`src/rtl/keypad_matrix_scanner_if.sv`:
```
// rtl/keypad_matrix_scanner_if.sv - key event handshake between scanner and consumer
interface keypad_matrix_scanner_if #(
    parameter int CODE_W = 4
);
    logic [CODE_W-1:0] encout;
    logic              key_valid;
    logic              key_ready;
    logic              multi_key;
    logic              key_held;

    modport master (
        output encout,
        output key_valid,
        output multi_key,
        output key_held,
        input  key_ready
    );

    modport slave (
        input  encout,
        input  key_valid,
        input  multi_key,
        input  key_held,
        output key_ready
    );
endinterface

```
`src/rtl/keypad_matrix_scanner.sv`:
```
// rtl/keypad_matrix_scanner.sv - debounced ROWS x COLS keypad scanner with ghost detection
module keypad_matrix_scanner #(
    parameter int ROWS            = 4,
    parameter int COLS            = 4,
    parameter int CODE_W          = 4,
    parameter int DEBOUNCE_CYCLES = 4,
    parameter int SETTLE_CYCLES   = 3
) (
    input  logic             clock,
    input  logic             reset,
    input  logic [ROWS-1:0]  row_in,
    output logic [COLS-1:0]  colsel,
    keypad_matrix_scanner_if.master evt
);
    localparam int KEYS    = ROWS * COLS;
    localparam int CNT_W   = $clog2(DEBOUNCE_CYCLES + 1);
    localparam int DWELL_W = $clog2(SETTLE_CYCLES + 1);
    localparam int COL_W   = $clog2(COLS);
    localparam logic [COLS-1:0] ONE = COLS'(1);

    typedef enum logic [2:0] {IDLE, SCAN, EVAL, REPORT, HOLD} state_t;

    state_t            state;
    logic [ROWS-1:0]   row_m;
    logic [ROWS-1:0]   row_s;
    logic [CNT_W-1:0]  cnt;
    logic [DWELL_W-1:0] dwell;
    logic [COL_W-1:0]  col;
    logic [1:0]        hits;
    logic [KEYS-1:0]   snap;
    logic [2:0]        hits_sum;
    logic              any_row;

    function automatic logic [1:0] row_hits(input logic [ROWS-1:0] r);
        int n;
        n = 0;
        for (int i = 0; i < ROWS; i++) n = n + int'(r[i]);
        return (n >= 2) ? 2'd2 : 2'(n);
    endfunction

    // Only meaningful when exactly one snapshot bit is set.
    function automatic logic [CODE_W-1:0] first_key(input logic [KEYS-1:0] s);
        logic [CODE_W-1:0] k;
        k = '0;
        for (int i = KEYS - 1; i >= 0; i--) if (s[i]) k = CODE_W'(i);
        return k;
    endfunction

    assign any_row  = |row_s;
    assign hits_sum = {1'b0, hits} + {1'b0, row_hits(row_s)};

    always_ff @(posedge clock) begin
        if (!reset) begin
            state         <= IDLE;
            row_m         <= '0;
            row_s         <= '0;
            cnt           <= '0;
            dwell         <= '0;
            col           <= '0;
            hits          <= '0;
            snap          <= '0;
            colsel        <= '1;
            evt.encout    <= '0;
            evt.key_valid <= 1'b0;
            evt.multi_key <= 1'b0;
            evt.key_held  <= 1'b0;
        end else begin
            row_m         <= row_in;
            row_s         <= row_m;
            evt.multi_key <= 1'b0;
            case (state)
                IDLE: begin
                    colsel <= '1;
                    if (!any_row) begin
                        cnt <= '0;
                    end else if (cnt == CNT_W'(DEBOUNCE_CYCLES - 1)) begin
                        cnt    <= '0;
                        dwell  <= '0;
                        col    <= '0;
                        hits   <= '0;
                        snap   <= '0;
                        colsel <= ONE;
                        state  <= SCAN;
                    end else begin
                        cnt <= cnt + 1'b1;
                    end
                end
                SCAN: begin
                    // The last dwell cycle is the first one where row_s reflects this column.
                    if (dwell == DWELL_W'(SETTLE_CYCLES - 1)) begin
                        for (int r = 0; r < ROWS; r++) snap[r*COLS + int'(col)] <= row_s[r];
                        hits  <= (hits_sum >= 3'd2) ? 2'd2 : hits_sum[1:0];
                        dwell <= '0;
                        if (col == COL_W'(COLS - 1)) begin
                            colsel <= '1;
                            state  <= EVAL;
                        end else begin
                            col    <= col + 1'b1;
                            colsel <= ONE << (col + 1'b1);
                        end
                    end else begin
                        dwell <= dwell + 1'b1;
                    end
                end
                EVAL: begin
                    colsel <= '1;
                    cnt    <= '0;
                    if (hits == 2'd0) begin
                        state <= IDLE;
                    end else if (hits == 2'd1) begin
                        evt.encout    <= first_key(snap);
                        evt.key_valid <= 1'b1;
                        state         <= REPORT;
                    end else begin
                        evt.multi_key <= 1'b1;
                        evt.key_held  <= 1'b1;
                        state         <= HOLD;
                    end
                end
                REPORT: begin
                    colsel <= '1;
                    if (evt.key_ready) begin
                        evt.key_valid <= 1'b0;
                        evt.key_held  <= 1'b1;
                        cnt           <= '0;
                        state         <= HOLD;
                    end
                end
                HOLD: begin
                    colsel <= '1;
                    if (any_row) begin
                        cnt <= '0;
                    end else if (cnt == CNT_W'(DEBOUNCE_CYCLES - 1)) begin
                        cnt          <= '0;
                        evt.key_held <= 1'b0;
                        state        <= IDLE;
                    end else begin
                        cnt <= cnt + 1'b1;
                    end
                end
                default: state <= IDLE;
            endcase
        end
    end
endmodule

```
`src/flat_wrapper.sv`:
```
// flat-port wrapper written by rule: the top's interface ports become plain ports
module keypad_matrix_scanner_flat 
#(
    parameter int ROWS            = 4,
    parameter int COLS            = 4,
    parameter int CODE_W          = 4,
    parameter int DEBOUNCE_CYCLES = 4,
    parameter int SETTLE_CYCLES   = 3
)
  (clock, reset, row_in, colsel, evt_encout, evt_key_valid, evt_multi_key, evt_key_held, evt_key_ready);
  keypad_matrix_scanner_if #(.CODE_W(CODE_W)) evt_i ();
  input  logic clock;
  input  logic reset;
  input  logic [ROWS-1:0] row_in;
  output logic [COLS-1:0] colsel;
  output wire logic [$bits(evt_i.encout)-1:0] evt_encout;
  output wire logic [$bits(evt_i.key_valid)-1:0] evt_key_valid;
  output wire logic [$bits(evt_i.multi_key)-1:0] evt_multi_key;
  output wire logic [$bits(evt_i.key_held)-1:0] evt_key_held;
  input wire logic [$bits(evt_i.key_ready)-1:0] evt_key_ready;
  assign evt_encout = evt_i.encout;
  assign evt_key_valid = evt_i.key_valid;
  assign evt_multi_key = evt_i.multi_key;
  assign evt_key_held = evt_i.key_held;
  assign evt_i.key_ready = evt_key_ready;
  keypad_matrix_scanner #(.ROWS(ROWS), .COLS(COLS), .CODE_W(CODE_W), .DEBOUNCE_CYCLES(DEBOUNCE_CYCLES), .SETTLE_CYCLES(SETTLE_CYCLES)) u_core (.clock(clock), .reset(reset), .row_in(row_in), .colsel(colsel), .evt(evt_i));
endmodule
```
`config.mk`:
```
export PLATFORM = sky130hd
export DESIGN_NAME = keypad_matrix_scanner_flat
export DESIGN_NICKNAME = d
export VERILOG_FILES = /design/src/rtl/keypad_matrix_scanner_if.sv /design/src/rtl/keypad_matrix_scanner.sv /design/src/flat_wrapper.sv
export SDC_FILE = /design/constraint.sdc
export NUM_CORES = 1
export LEC_CHECK = 0
export CAP_MARGIN = 20
export CORE_UTILIZATION = 50
export DETAILED_ROUTE_END_ITERATION = 8
export PLACE_DENSITY = 0.79
export REMOVE_ABC_BUFFERS = 1
export SYNTH_ARGS = -nofsm -noshare
export SYNTH_HDL_FRONTEND = slang
export SYNTH_SLANG_ARGS = --single-unit
export TNS_END_PERCENT = 10
```
`constraint.sdc`:
```
create_clock -name clock -period 7 [get_ports clock]
set_clock_uncertainty 0.1 [all_clocks]
set_input_delay 1.4 -clock clock [delete_from_list [all_inputs] [get_ports clock]]
set_output_delay 1.4 -clock clock [all_outputs]
set_load 0.01 [all_outputs]
```
Word-level counts from Yosys, hierarchy flattened
Index checks and enable logic that the tools add are counted.
Widths: inputs -> output; s select.
{"block": "totals", "register_bits": 47, "input_bits": 7, "out_inout_bits": 11, "word_cells": 153}
{"block": "classes", "addsub": 10, "n_lt_le_gt_ge": 10, "eq_ne": 19, "n_shift": 1, "muxes": 74, "bitwise": 3, "reduce_logical": 23}
{"operator": "$ge 32x1->1 const B", "count": 3}
{"operator": "$lt 32x6->1 const B", "count": 3}
{"operator": "$mux 4", "count": 20}
{"operator": "$add 32x2->32", "count": 2}
{"operator": "$bwmux 16", "count": 4}
{"operator": "$mux 16", "count": 3}
{"operator": "$mux 3", "count": 13}
{"operator": "$ge 32x3->1 const B", "count": 1}
{"operator": "$pmux 16 s2", "count": 1}
{"operator": "$mux 2", "count": 8}
{"operator": "$pmux 3 s5", "count": 1}
{"operator": "$mux 1", "count": 13}
{"operator": "$demux 1 s4", "count": 3}
{"operator": "$ne 2x1->1 const B", "count": 6}
{"operator": "$pmux 2 s2", "count": 3}
{"operator": "$pmux 3 s4", "count": 1}
{"operator": "$pmux 4 s3", "count": 1}
{"operator": "$add 4x2->5 const A", "count": 2}
{"operator": "$ne 2x2->1 const B", "count": 5}
{"operator": "$eq 3x2->1 const B", "count": 3}
{"operator": "$reduce_and 4->1", "count": 2}
{"operator": "$reduce_and 7->1", "count": 1}
{"operator": "$reduce_and 3->1", "count": 2}
{"operator": "$reduce_and 6->1", "count": 1}
{"operator": "27 further kinds", "count": 38}

Longest topological paths before layout
Gate-level depths: netlist (run 1).
{"block": "logic_depth", "word_depth": 16, "mapped_depth": 11}

Worst setup path before layout (run 1)
Ideal clock, no wire load.
{"block": "synth_timing", "path_type": "flip-flop to flip-flop", "startpoint": "reg u_core.row_s[0]", "endpoint": "reg u_core.hits[1]", "setup_ns": 0.070, "arrival_ns": 2.484, "path_slack_ns": 4.345, "stages_incl_launch_ff": 12, "n_path_buf": 0, "period_less_slack_ns": 2.655, "path_cell_list": "dfxtp_1 -> inv_1 -> ha_1 -> inv_1 -> fa_1 -> ha_1 -> nor2b_1 -> ha_1 -> fa_1 -> nor2_1 -> or3_1 -> a21oi_1"}
{"block": "synth_between", "elab_chain_cells": 10, "elab_cells_between_ends": 13, "classes_between": "add/sub: 4; order compare: 2; eq/ne: 1; mux: 4; reduce/logical: 2"}
{"item": "start: declaration", "line_no": "keypad_matrix_scanner.sv:25", "rtl": "logic [ROWS-1:0] row_s;"}
{"item": "start signal: assignment", "line_no": "keypad_matrix_scanner.sv:69", "rtl": "row_s <= row_m;"}
{"item": "$add 1x1->2", "line_no": "keypad_matrix_scanner.sv:37", "rtl": "for (int i = 0; i < ROWS; i++) n = n + int'(r[i]);"}
{"item": "$add 32x2->32 (2 in series)", "line_no": "keypad_matrix_scanner.sv:37"}
{"item": "$ge 32x3->1", "line_no": "keypad_matrix_scanner.sv:38", "rtl": "return (n >= 2) ? 2'd2 : 2'(n);"}
{"item": "$mux 2", "line_no": "keypad_matrix_scanner.sv:38"}
{"item": "$add 2x2->3", "line_no": "keypad_matrix_scanner.sv:50", "rtl": "assign hits_sum = {1'b0, hits} + {1'b0, row_hits(row_s)};"}
{"item": "$ge 3x2->1", "line_no": "keypad_matrix_scanner.sv:92", "rtl": "hits <= (hits_sum >= 3'd2) ? 2'd2 : hits_sum[1:0];"}
{"item": "$mux 2", "line_no": "keypad_matrix_scanner.sv:92"}
{"item": "$mux 2", "line_no": "keypad_matrix_scanner.sv:90", "rtl": "if (dwell == DWELL_W'(SETTLE_CYCLES - 1)) begin"}
{"item": "$pmux 2 s2", "line_no": "keypad_matrix_scanner.sv:71", "rtl": "case (state)"}
{"item": "end signal: assignment", "line_no": "keypad_matrix_scanner.sv:92"}
{"item": "end: declaration", "line_no": "keypad_matrix_scanner.sv:29", "rtl": "logic [1:0] hits;"}
Parallel ways exist; a longest one is shown, timed or not. The select of a mux whose other input is x is not followed.
A chain may end at the register's enable or synchronous reset.

==> impl_metrics.json, run 1 <==
{
  "ir_worst_vdd_mv": 0.121,
  "dieHeight_um": 69.9,
  "grt_pass1_vias": 1695,
  "grt_start_max_net_pins": 45,
  "multi_input_comb_area_um2": 1260,
  "final_core_util_pct": 59.6,
  "start_util_pct": 52.5,
  "sw_frac_of_total_pct": 22.6,
  "cpPeakStageDelay_ns": 0.55,
  "p_int_mw": 0.388,
  "pwr-share-clk_pct": 41.1,
  "max-clock-path-buffers": 2,
  "total_power_mw": 0.502,
  "firstDrtPassIters": 4,
  "hpwl_um": 3250,
  "rsz0062_at_grt": "false",
  "antennaDiodeCount": 0,
  "place_area_um2": 2500,
  "async_flop_share_pct": 0,
  "final_layout_size_suffix_gt1_share_pct": 6.37,
  "fill_cells": 384,
  "status": "finished, final reports clean",
  "critPathMaxFanout": 44,
  "p_per_area_nw_per_um2": 192,
  "area_growth_syn_to_layout_pct": 13.5,
  "ant_nets": 0,
  "overflow": 0,
  "reg2reg_slack_ns": 4.12,
  "cap_violations": 0,
  "crit_path_start_kind": "input port",
  "cts_num_sinks": 47,
  "root_buffer": "clkbuf_8",
  "core_um2": 4380,
  "end_kind": "flip-flop",
  "period_share_pct": 43.7,
  "synth_top_family_by_area": "simple AND/OR/NAND/NOR gates",
  "synth_mux_area_share_pct": 0.435,
  "io_buffers": 17,
  "grt_use_total_pct": 20.0,
  "worstPathRequired_ns": 7.15,
  "synth_warnings": 0,
  "synth_seq_area_share_pct": 40.8,
  "globalplace.congestion": 0.824,
  "clk_pin_slew_worst_paths_ns": 0.09,
  "switchingPower_mw": 0.113,
  "fin_setup_tns_ns": 0,
  "critical_path.slowest_cell": "or4_1",
  "synth.distinct_cells": 52,
  "insertion_delay_ns": 0.31,
  "synth_edf_count": 0,
  "drc": 0,
  "combinationalPowerShare_pct": 4.5,
  "grt_pass1_wl_um": 7960,
  "syn_area_um2": 2300,
  "routedWlPerCell_um": 14.5,
  "syn-instance-count": 252,
  "final_area_um2": 2620,
  "maxSlewViolCount": 0,
  "path_cells": "clkdlybuf4s50_1 > buf_4 > inv_1 > or4_1 > o21ai_1",
  "setup-violations-final": 0,
  "nets": 287,
  "initialDrtViolationCount": 184,
  "min_path_type": "flip-flop to flip-flop",
  "viasPerCell": 6.02,
  "worst_slew_pin_slew_ns": 0.613,
  "crit_type": "input port to flip-flop",
  "synthAdderAreaFrac_pct": 8.26,
  "synth_xor_area_share_pct": 0,
  "fmax_ghz": 0.327,
  "antenna_found_initial": 0,
  "tritoncts": "done",
  "syn_area_per_cell_um2": 9.14,
  "p_seq_share_pct": 54.4,
  "yosys.area_share.simple_pct": 23.6,
  "regArea_um2": 941,
  "power.leakage_nw": 0.994,
  "postRouteWirelength_um": 4620,
  "hold_viol": 0,
  "min_period_ns": 3.06,
  "pre_cts_ws_ns": 3.60,
  "timing.slew.headroom_pct": 59.1,
  "vias": 1920,
  "synthFlopType": "dfxtp_1",
  "cp.arrival_ns": 3.20,
  "htreeDepth": 2,
  "worst_slack_ns": 3.94,
  "ctsResizeCount": 0,
  "die_width_um": 69.9,
  "pin_count": 18,
  "cts_hold_buf": 0,
  "dieArea_um2": 4880,
  "ys_ff_latch": 47,
  "cts_buffers": 5,
  "num_rows": 24,
  "synth_compound_area_share_pct": 22.5,
  "postCtsSetupRepairBufs": 0
}
## Yosys cell counts, types with 2 or more instances
cell	number	area, um2
o21ai_1	5	25.0
and3_1	5	31.3
inv_1	14	52.6
o221ai_1	2	17.5
a211o_1	2	17.5
fa_1	2	40.0
nor2b_1	6	37.5
dfxtp_1	47	941
nand2_1	11	41.3
nor4_1	3	18.8
clkbuf_1	6	22.5
o31ai_1	4	30.0
buf_2	5	25.0
a21oi_1	11	55.1
and2_1	13	81.3
nand3_1	15	75.1
a32o_1	17	170
nand4_1	3	18.8
nor3b_1	2	15.0
nand2b_1	3	18.8
nor2_1	23	86.3
o21ai_0	7	35.0
o22a_1	3	26.3
or4_1	3	22.5
nand3b_1	2	15.0
ha_1	12	150
## sequential cells by signal, summed over array words and instances (netlist names)
name                  cells
u_core.evt.key_held       1
u_core.evt.encout         4
u_core.state              3
u_core.cnt                3
u_core.col                2
u_core.evt.key_valid      1
u_core.hits               2
u_core.evt.multi_key      1
u_core.row_m              4
u_core.snap              16
u_core.row_s              4
u_core.colsel             4
u_core.dwell              2
## metal layers
metal,wire length (um),global-route usage [%],part of all wire [%],vias to the layer above
met5,0,0,0,-
met4,66,5.78,1.4,0
met3,226,4.04,4.9,8
met2,2130,31.2,46,62
met1,2200,28.1,48,897
li1,-,-,-,953
## cells in the final DEF, fill, tap and decap left out, types with 3 or more instances in the layout
cell and instances:
dfxtp_1 47, ha_1 12, and2_1 13, nand3_1 15, a21oi_1 11, nand2b_1 3
nand2_1 11, nand4_1 3, and3_1 5, nor2_1 23, clkbuf_8 5, clkdlybuf4s50_1 17
o21ai_0 7, or4_1 3, o22a_1 3, a32o_1 17, o31ai_1 4, o21ai_1 5
nor2b_1 6, inv_1 14, nor4_1 3
## critical path: cells and delay by family
kind	cells	cell delay, ns
AO/OA/AOI/OAI	1	0.12
AND/OR/NAND/NOR	1	0.55
buffers and inverters	3	1.12
## cells by family after synthesis
| family | Yosys count |
|---|---|
| flops | 47 |
| mux | 1 |
| compound gates | 67 |
| fa+ha+maj | 14 |
| simple gates | 98 |
| buf+inv | 25 |
## stage by stage
stage | hold slack [ns] | cells
2_1_floorplan | 0.312 | 241
3_3_place_gp | 0.315 | 311
3_5_place_dp | 0.318 | 311
4_1_cts | 0.340 | 319
5_1_grt | 0.364 | 319
6_report | 0.340 | 319
## worst paths after layout
kind	from	to	depth (start not counted)
setup / recovery	reset	u_core.cnt[0]	5
hold / removal	u_core.row_m[3]	u_core.row_s[3]	1
setup reg to reg	u_core.row_s[0]	u_core.hits[1]	11
hold reg to reg	u_core.row_m[3]	u_core.row_s[3]	1
## power groups by stage
stage	Clock, mW	Combinational [mW]	Sequential, mW
after CTS	0.208	0.0226	0.273
after floorplan	0	0.0122	0.278
final	0.206	0.0226	0.273
after detailed placement	0	0.0225	0.279
after global placement	0	0.0220	0.279
after global routing	0.220	0.0254	0.274
## final cells by class
| class | instances | area share [%] |
|---|---|---|
| inverters | 14 | 2.01 |
| well taps | 52 | 2.49 |
| clock inverters | 3 | 1.82 |
| multi-input cells | 180 | 48.3 |
| clock buffers | 5 | 2.63 |
| flip-flops and latches | 47 | 36.0 |
| repair buffers | 18 | 6.79 |
(Power assumes the default switching activity.)
==> run 2, diff against run 1 <==
Settings changed: PLACE_DENSITY 0.79 to 0.82.
Clock period 7 ns to 2.8 ns, I/O delays scaled along.
==> impl_metrics.json, run 2 (synthesis results as in run 1) <==
{
  "status": "finished, final reports clean",
  "path_cells": "inv_1 > ha_1 > inv_1 > fa_1 > ha_1 > nor2b_1 > ha_1 > fa_1 > nor2_1 > or3_1 > a21oi_1",
  "cpPeakStageDelay_ns": 0.48,
  "grt_pass1_vias": 1709,
  "insertion_delay_ns": 0.31,
  "tritoncts": "done",
  "cts_hold_buf": 0,
  "core_um2": 4380,
  "num_rows": 24,
  "worst_slew_pin_slew_ns": 0.622,
  "p_per_area_nw_per_um2": 466,
  "antennaDiodeCount": 0,
  "start_util_pct": 52.5,
  "pwr-share-clk_pct": 39.4,
  "drc": 0,
  "crit_path_start_kind": "flip-flop",
  "power.leakage_nw": 1.01,
  "final_core_util_pct": 60.0,
  "routedWlPerCell_um": 14.8,
  "maxSlewViolCount": 0,
  "min_period_ns": 2.68,
  "setup-violations-final": 0,
  "final_common_cell": "dfxtp_1",
  "io_buffers": 17,
  "layout_common_cells": "47 x dfxtp_1, 23 x nor2_1, 17 x a32o_1, 17 x clkdlybuf4s50_1, 15 x nand3_1",
  "initialDrtViolationCount": 200,
  "ctsResizeCount": 0,
  "top_register": "u_core.snap",
  "timing.slew.headroom_pct": 58.5,
  "clk_pin_slew_worst_paths_ns": 0.09,
  "place_area_um2": 2530,
  "max-clock-path-buffers": 2,
  "viasPerCell": 6.02,
  "vias": 1939,
  "worstPathRequired_ns": 2.95,
  "fin_setup_tns_ns": 0,
  "ant_nets": 0,
  "cp.arrival_ns": 2.83,
  "critPathMaxFanout": 2,
  "dieHeight_um": 69.9,
  "postCtsSetupRepairBufs": 0,
  "ir_worst_vdd_mv": 0.270,
  "fmax_ghz": 0.373,
  "worst_hold_slack_ns": 0.337,
  "cpMostUsedCell": "ha_1",
  "antenna_found_initial": 0,
  "final_layout_size_suffix_gt1_share_pct": 7.04,
  "sw_frac_of_total_pct": 21.3,
  "switchingPower_mw": 0.261,
  "globalplace.congestion": 0.863,
  "rsz0062_at_grt": "false",
  "nets": 291,
  "overflow": 0,
  "crit_type": "flip-flop to flip-flop",
  "dieArea_um2": 4880,
  "cts_num_sinks": 47,
  "end_kind": "flip-flop",
  "combinationalPowerShare_pct": 5.0,
  "min_path_type": "flip-flop to flip-flop",
  "total_power_mw": 1.23,
  "cts_buffers": 5,
  "firstDrtPassIters": 4,
  "largest_register_ffs": 16,
  "critical_path.slowest_cell": "fa_1",
  "p_int_mw": 0.965,
  "postRouteWirelength_um": 4780,
  "hpwl_um": 3480,
  "htreeDepth": 2,
  "grt_start_max_net_pins": 31,
  "final_area_um2": 2630,
  "pin_count": 18,
  "period_share_pct": 95.8,
  "hold_viol": 0,
  "die_width_um": 69.9,
  "grt_pass1_wl_um": 7950,
  "root_buffer": "clkbuf_8",
  "cap_violations": 0,
  "grt_use_total_pct": 20.8,
  "area_growth_syn_to_layout_pct": 14.2,
  "p_seq_share_pct": 55.5
}
## run 2: changes by cell type in the layout (fill, tap and decap cells not counted), sizes merged
cell	delta
clkbuf	+1
buf	+4
clkinv	-1
inv	-1
## run 2: layout make-up
| cell class | instances | area (um2) |
|---|---|---|
| Multi-Input combinational cell | 180 | 1260 |
| Clock inverter | 1 | 30.0 |
| Timing Repair Buffer | 22 | 208 |
| Clock buffer | 6 | 72.6 |
| Sequential cell | 47 | 941 |
| Tap cell | 52 | 65.1 |
| Fill cell | 377 | 1750 |
| Inverter | 14 | 52.6 |
## run 2: power groups by stage
stage          combinational, mW  clock (mW)  sequential [mW]
2_1_floorplan             0.0305           0            0.696
3_3_place_gp              0.0602           0            0.696
3_5_place_dp              0.0612           0            0.697
4_1_cts                   0.0614       0.490            0.681
5_1_grt                   0.0680       0.518            0.682
6_report                  0.0617       0.484            0.681
## run 2: path summary, 6_finish.rpt
check             cells after the start  slack (ns)             from              end
setup / recovery                     11        0.12  u_core.row_s[1]   u_core.hits[1]
hold / removal                        1        0.34  u_core.row_m[3]  u_core.row_s[3]
setup reg to reg                     11        0.12  u_core.row_s[1]   u_core.hits[1]
hold reg to reg                       1        0.34  u_core.row_m[3]  u_core.row_s[3]
## run 2: routing by layer
metal  up-vias  routed length [um]  global-route usage (%)  share of wire (%)
met4         0                  94                    11.3                2.0
met1       910                2220                    27.5                 46
met2        62                2200                    31.4                 46
met3         9                 266                    4.62                5.6
met5         -                   0                       0                  0
li1        958                   -                       -                  -
## run 2: worst max-delay path, delay by kind of cell, from the launching register on
kind / cells / cell delay (ns)
AOI/OAI and AO/OA: 1 / 0.12
DFF: 1 / 0.34
adders and majority gates: 5 / 1.48
buffers and inverters: 2 / 0.09
and+or+nand+nor: 3 / 0.49
## run 2: through the flow
stage          setup slack [ns]  instances
6_report                  0.119        322
3_5_place_dp              0.136        315
4_1_cts                   0.126        322
5_1_grt                  0.0198        322
3_3_place_gp              0.194        315
2_1_floorplan             0.145        241
==> run 3, diff against run 2 <==
--- a/config.mk
+++ b/config.mk
@@ -11,2 +11,3 @@
 export PLACE_DENSITY = 0.82
+export RECOVER_POWER = 25
 export REMOVE_ABC_BUFFERS = 1
--- a/constraint.sdc
+++ b/constraint.sdc
@@ -4,2 +4,2 @@
 set_output_delay 0.56 -clock clock [all_outputs]
-set_load 0.01 [all_outputs]
+set_load 0.005 [all_outputs]
==> impl_metrics.json, run 3 (synthesis results as in run 1) <==
{
  "postRouteWirelength_um": 4770,
  "nets": 291,
  "grt_use_total_pct": 20.8,
  "ant_nets": 0,
  "worstPathRequired_ns": 2.95,
  "power.leakage_nw": 0.995,
  "io_buffers": 17,
  "p_per_area_nw_per_um2": 467,
  "final_layout_size_suffix_gt1_share_pct": 6.30,
  "total_power_mw": 1.22,
  "num_rows": 24,
  "r2r-end": "u_core.hits[1]",
  "antenna_found_initial": 0,
  "overflow": 0,
  "cap_violations": 0,
  "start_util_pct": 52.5,
  "dpl.cell_count": 315,
  "root_buffer": "clkbuf_8",
  "grt_start_max_net_pins": 31,
  "r2r_cells": 11,
  "hold_viol": 0,
  "insertion_delay_ns": 0.31,
  "initialDrtViolationCount": 216,
  "cp.arrival_ns": 2.83,
  "status": "finished, final reports clean",
  "htreeDepth": 2,
  "regArea_um2": 941,
  "worst_slack_ns": 0.117,
  "core_um2": 4380,
  "clk_pin_slew_worst_paths_ns": 0.08,
  "fin_cells": 322,
  "cts_buffers": 5,
  "die_width_um": 69.9,
  "vias": 1932,
  "top_register": "u_core.snap",
  "multi_input_comb_area_um2": 1250,
  "min_from": "u_core.row_m[3]",
  "fmax_ghz": 0.373,
  "dieHeight_um": 69.9,
  "final_common_cell": "dfxtp_1",
  "rsz0062_at_grt": "false",
  "grt_pass1_vias": 1709,
  "globalplace.congestion": 0.863,
  "firstDrtPassIters": 4,
  "crit_path_start_kind": "flip-flop",
  "r2r_start": "u_core.row_s[1]",
  "timing.slew.headroom_pct": 26.0,
  "maxSlewViolCount": 0,
  "ctsResizeCount": 0,
  "min_period_ns": 2.68,
  "hpwl_um": 3480,
  "ir_worst_vdd_mv": 0.269,
  "end_kind": "flip-flop",
  "fill_cells": 381,
  "postCtsSetupRepairBufs": 0,
  "largest_register_ffs": 16,
  "routedWlPerCell_um": 14.8,
  "setup-violations-final": 0,
  "hold_depth": 1,
  "viasPerCell": 6.00,
  "reg2reg_slack_ns": 0.12,
  "tritoncts": "done",
  "cts_num_sinks": 47,
  "worst_hold_slack_ns": 0.343,
  "layout_common_cells": "47 x dfxtp_1, 23 x nor2_1, 17 x a32o_1",
  "dieArea_um2": 4880,
  "period_share_pct": 95.8,
  "max-clock-path-buffers": 2,
  "pin_count": 18,
  "grt_pass1_wl_um": 7950,
  "drc": 0,
  "crit_type": "flip-flop to flip-flop",
  "fin_setup_tns_ns": 0,
  "antennaDiodeCount": 0,
  "pre_cts_ws_ns": 0.136,
  "critPathMaxFanout": 2,
  "min_to": "u_core.row_s[3]",
  "cts_hold_buf": 0,
  "min_path_type": "flip-flop to flip-flop",
  "worst_slew_pin_slew_ns": 1.11,
  "area_growth_syn_to_layout_pct": 13.6
}
==> run 3: routing by layer <==
layer	vias up	wire [um]	GRT usage, %
met5	-	0	0
met4	0	94	11.3
met3	9	265	4.62
met2	60	2150	31.4
met1	904	2260	27.5
li1	959	-	-
==> run 3: worst max path at each step <==
stage	from	endpoint	slack, ns	depth (start not counted)
global route	u_core.row_s[0]	u_core.hits[1]	0.02	11
CTS	u_core.row_s[1]	u_core.hits[1]	0.13	11
floorplan	u_core.row_s[0]	u_core.hits[1]	0.15	11
finish	u_core.row_s[1]	u_core.hits[1]	0.12	11
global placement	u_core.row_s[0]	u_core.hits[1]	0.19	11
detailed placement	u_core.row_s[1]	u_core.hits[1]	0.14	11
==> run 3: per-stage QoR <==
step,utilization [%],instance area [um2]
after floorplan,-,2260
after global placement,57.7,2530
after detailed placement,57.7,2530
after CTS,60.0,2630
after global routing,59.7,2620
final,59.7,2620
==> run 3: layout make-up <==
cell class / count / area share [%]
clock buffers: 6 / 2.77
clock inverters: 1 / 1.15
inverters: 14 / 2.01
multi-input cells: 180 / 47.8
flip-flops and latches: 47 / 36.0
well taps: 52 / 2.49
repair buffers: 22 / 7.80
==> run 3: report_power, final <==
group,total (mW),internal [mW],switching (mW),leakage [nW]
registers,0.680,0.675,0.00499,0.381
clock network,0.483,0.262,0.221,0.0513
logic,0.0587,0.0254,0.0333,0.563
==> run 3: worst max-delay path, cell delays in order (launching register included) <==
cell and delay [ns]:
dfxtp_1 0.34, inv_1 0.05, ha_1 0.26, inv_1 0.05, fa_1 0.35, ha_1 0.20
nor2b_1 0.13, ha_1 0.18, fa_1 0.48, nor2_1 0.06, or3_1 0.30, a21oi_1 0.12
==> RTL edit (config.mk and constraints of run 3) <==
Make the reset (`reset`) asynchronous in one clocked block.
--- a/src/rtl/keypad_matrix_scanner.sv
+++ b/src/rtl/keypad_matrix_scanner.sv
@@ -49,7 +49,7 @@
     assign any_row  = |row_s;
     assign hits_sum = {1'b0, hits} + {1'b0, row_hits(row_s)};
 
-    always_ff @(posedge clock) begin
+    always_ff @(posedge clock or negedge reset) begin
         if (!reset) begin
             state         <= IDLE;
             row_m         <= '0;
Formal check against the unedited RTL: differs if reset is asserted again (counterexample within 10 cycles, from zero or initial values and one cycle with reset low); with reset held inactive, the same outputs for 10 cycles.
==> RTL edit against run 3 <==
- the flow now finishes with violations (design-rule violations)
- critical path type unchanged
- sequential cell count unchanged
- synthesized area up 2.9%
- wire length up 0.48%
- critical endpoint is now u_core.hits[0]$_DFFE_PN0P_
- design area up 2.8%
- worst setup slack better by 0.054 ns
- highest routed layer unchanged
- sequential share of layout area up 8.0 points
- count of clock-buffer cells in the layout down 1
Power is not compared: it rests on default switching activity, and its combinational part moved more than twofold at a synthesized area within 25%.
==> RTL edit: results (changes against run 3) <==
[final_layout]
num-nets-final=256  ; -12%
clock_cell_area_share_pct=4.33  ; +0.41 points
multi_input_area_um2=1100  ; -12%
nFillCells=367  ; -3.7%
final_cells=288  ; -11%
top_register=u_core.snap
seq_area_um2=1180  ; +26%
nNonClkBuffers=19  ; -14%
buffer_area_share_pct=6.51  ; -1.3 points
final_util_pct=60.5  ; +0.83 points
seq_share_pct=43.9  ; +8.0 points
drive_above_1_share_pct=11.0  ; +4.7 points
nMultiInputCombCells=149  ; -17%
n_all_inverters=13  ; -1

[critical_path]
path_max_fanout=6  ; +4
crit_slowest_cell=dfrtp_1
arrival_ns=2.76  ; -0.07 ns
cpPeakStageDelay_ns=0.46  ; -0.02 ns

[drt]
drc=2  ; +2
routed_via_density=6.18  ; +3.0%
drtPass1Iterations=6  ; +2
wl_per_cell_um=16.7  ; +12%
drt_iter0_markers=205  ; -5.1%

[synthesis]
synth_commonest_cells=dfrtp_1 (43), nor2_1 (19), a32o_1 (18)
ys_types=48  ; -7.7%
ys_ff_latch=47  ; unchanged
synth_top_flop_cell=dfrtp_1
ys_top_cells_by_area=dfrtp_1 (45%), a32o_1 (7.6%), ha_1 (6.3%)
yosysSeqAreaShare_pct=49.8  ; +9.0 points
async_flop_share_pct=100  ; +100 points
synth.avg_cell_area_um2=11.0  ; +20%

[placement]
placed_cells=280  ; -11%
place_area_um2=2580  ; +1.9%
io_buffers=17  ; unchanged
gp_congestion=0.809  ; -6.2%
dp_hpwl_mm=3.45  ; -0.98%
place_ws_ns=0.217  ; +0.0813 ns

[outcome]
violations=design-rule violations
status=finished with violations

[sta]
worst_pin_slew_ns=0.904  ; -0.206 ns

[grt]
grt_pass1_vias=1713  ; +0.23%
grt_pass1_wl_mm=8.05  ; +1.2%
grt_usage_pct=20.8  ; +0.083 points
grt_max_degree=21  ; -32%

[clock_tree]
clock_latency_ns=0.30
cts_setup_buffers=0  ; unchanged
clockRootBuffer=clkbuf_8
cts_made_buffers=5  ; unchanged

[power_and_ir_drop]
vdd_drop_max_v=0.000310

[min_path]
min_path_type=in2async

-- RTL edit: where the power goes --
group | total, uW | internal (uW) | leakage [uW] | switching (uW)
clock network | 510 | 271 | 0.0000587 | 240
registers | 1110 | 858 | 0.000604 | 247
logic | 980 | 450 | 0.000492 | 530
total | 2600 | 1580 | 0.00116 | 1020
-- RTL edit: final timing paths --
| path | depth (start not counted) | start | slack (ns) | end |
|---|---|---|---|---|
| min | 1 | reset | 0.26 | u_core.row_m[0]$_DFF_PN0_ |
| min in group clock | 0 | u_core.row_m[3]$_DFF_PN0_ | 0.26 | u_core.row_s[3]$_DFF_PN0_ |
| max reg2reg | 11 | u_core.row_s[0]$_DFF_PN0_ | 0.17 | u_core.hits[0]$_DFFE_PN0P_ |
| max | 11 | u_core.row_s[0]$_DFF_PN0_ | 0.17 | u_core.hits[0]$_DFFE_PN0P_ |
| max in group asynchronous | 2 | reset | 1.24 | u_core.state[1]$_DFFE_PN0P_ |
| min reg2reg | 0 | u_core.row_m[3]$_DFF_PN0_ | 0.26 | u_core.row_s[3]$_DFF_PN0_ |
-- RTL edit: cell families (layout without fill, tap and decap cells) --
logic type	count (synthesis)	after routing	share of synthesized area (%)
compound gates	72	72	22.7
flops	47	47	49.8
fa+ha+maj	14	14	8.02
buf+inv	20	40	3.69
mux	1	1	0.422
simple gates	62	62	15.3
-- RTL edit: layer usage --
layer,share of wire (%),track usage (%)
met2,48,31.9
met5,0,0
met4,1.5,9.56
met1,45,28.6
met3,5.2,4.56
-- RTL edit: worst max-delay path: cells and delay by family (launching register included) --
family / cells / cell delay, ns
flops: 1 / 0.46
simple gates: 3 / 0.34
buf+inv: 2 / 0.11
compound gates: 1 / 0.12
fa+ha+maj: 5 / 1.43
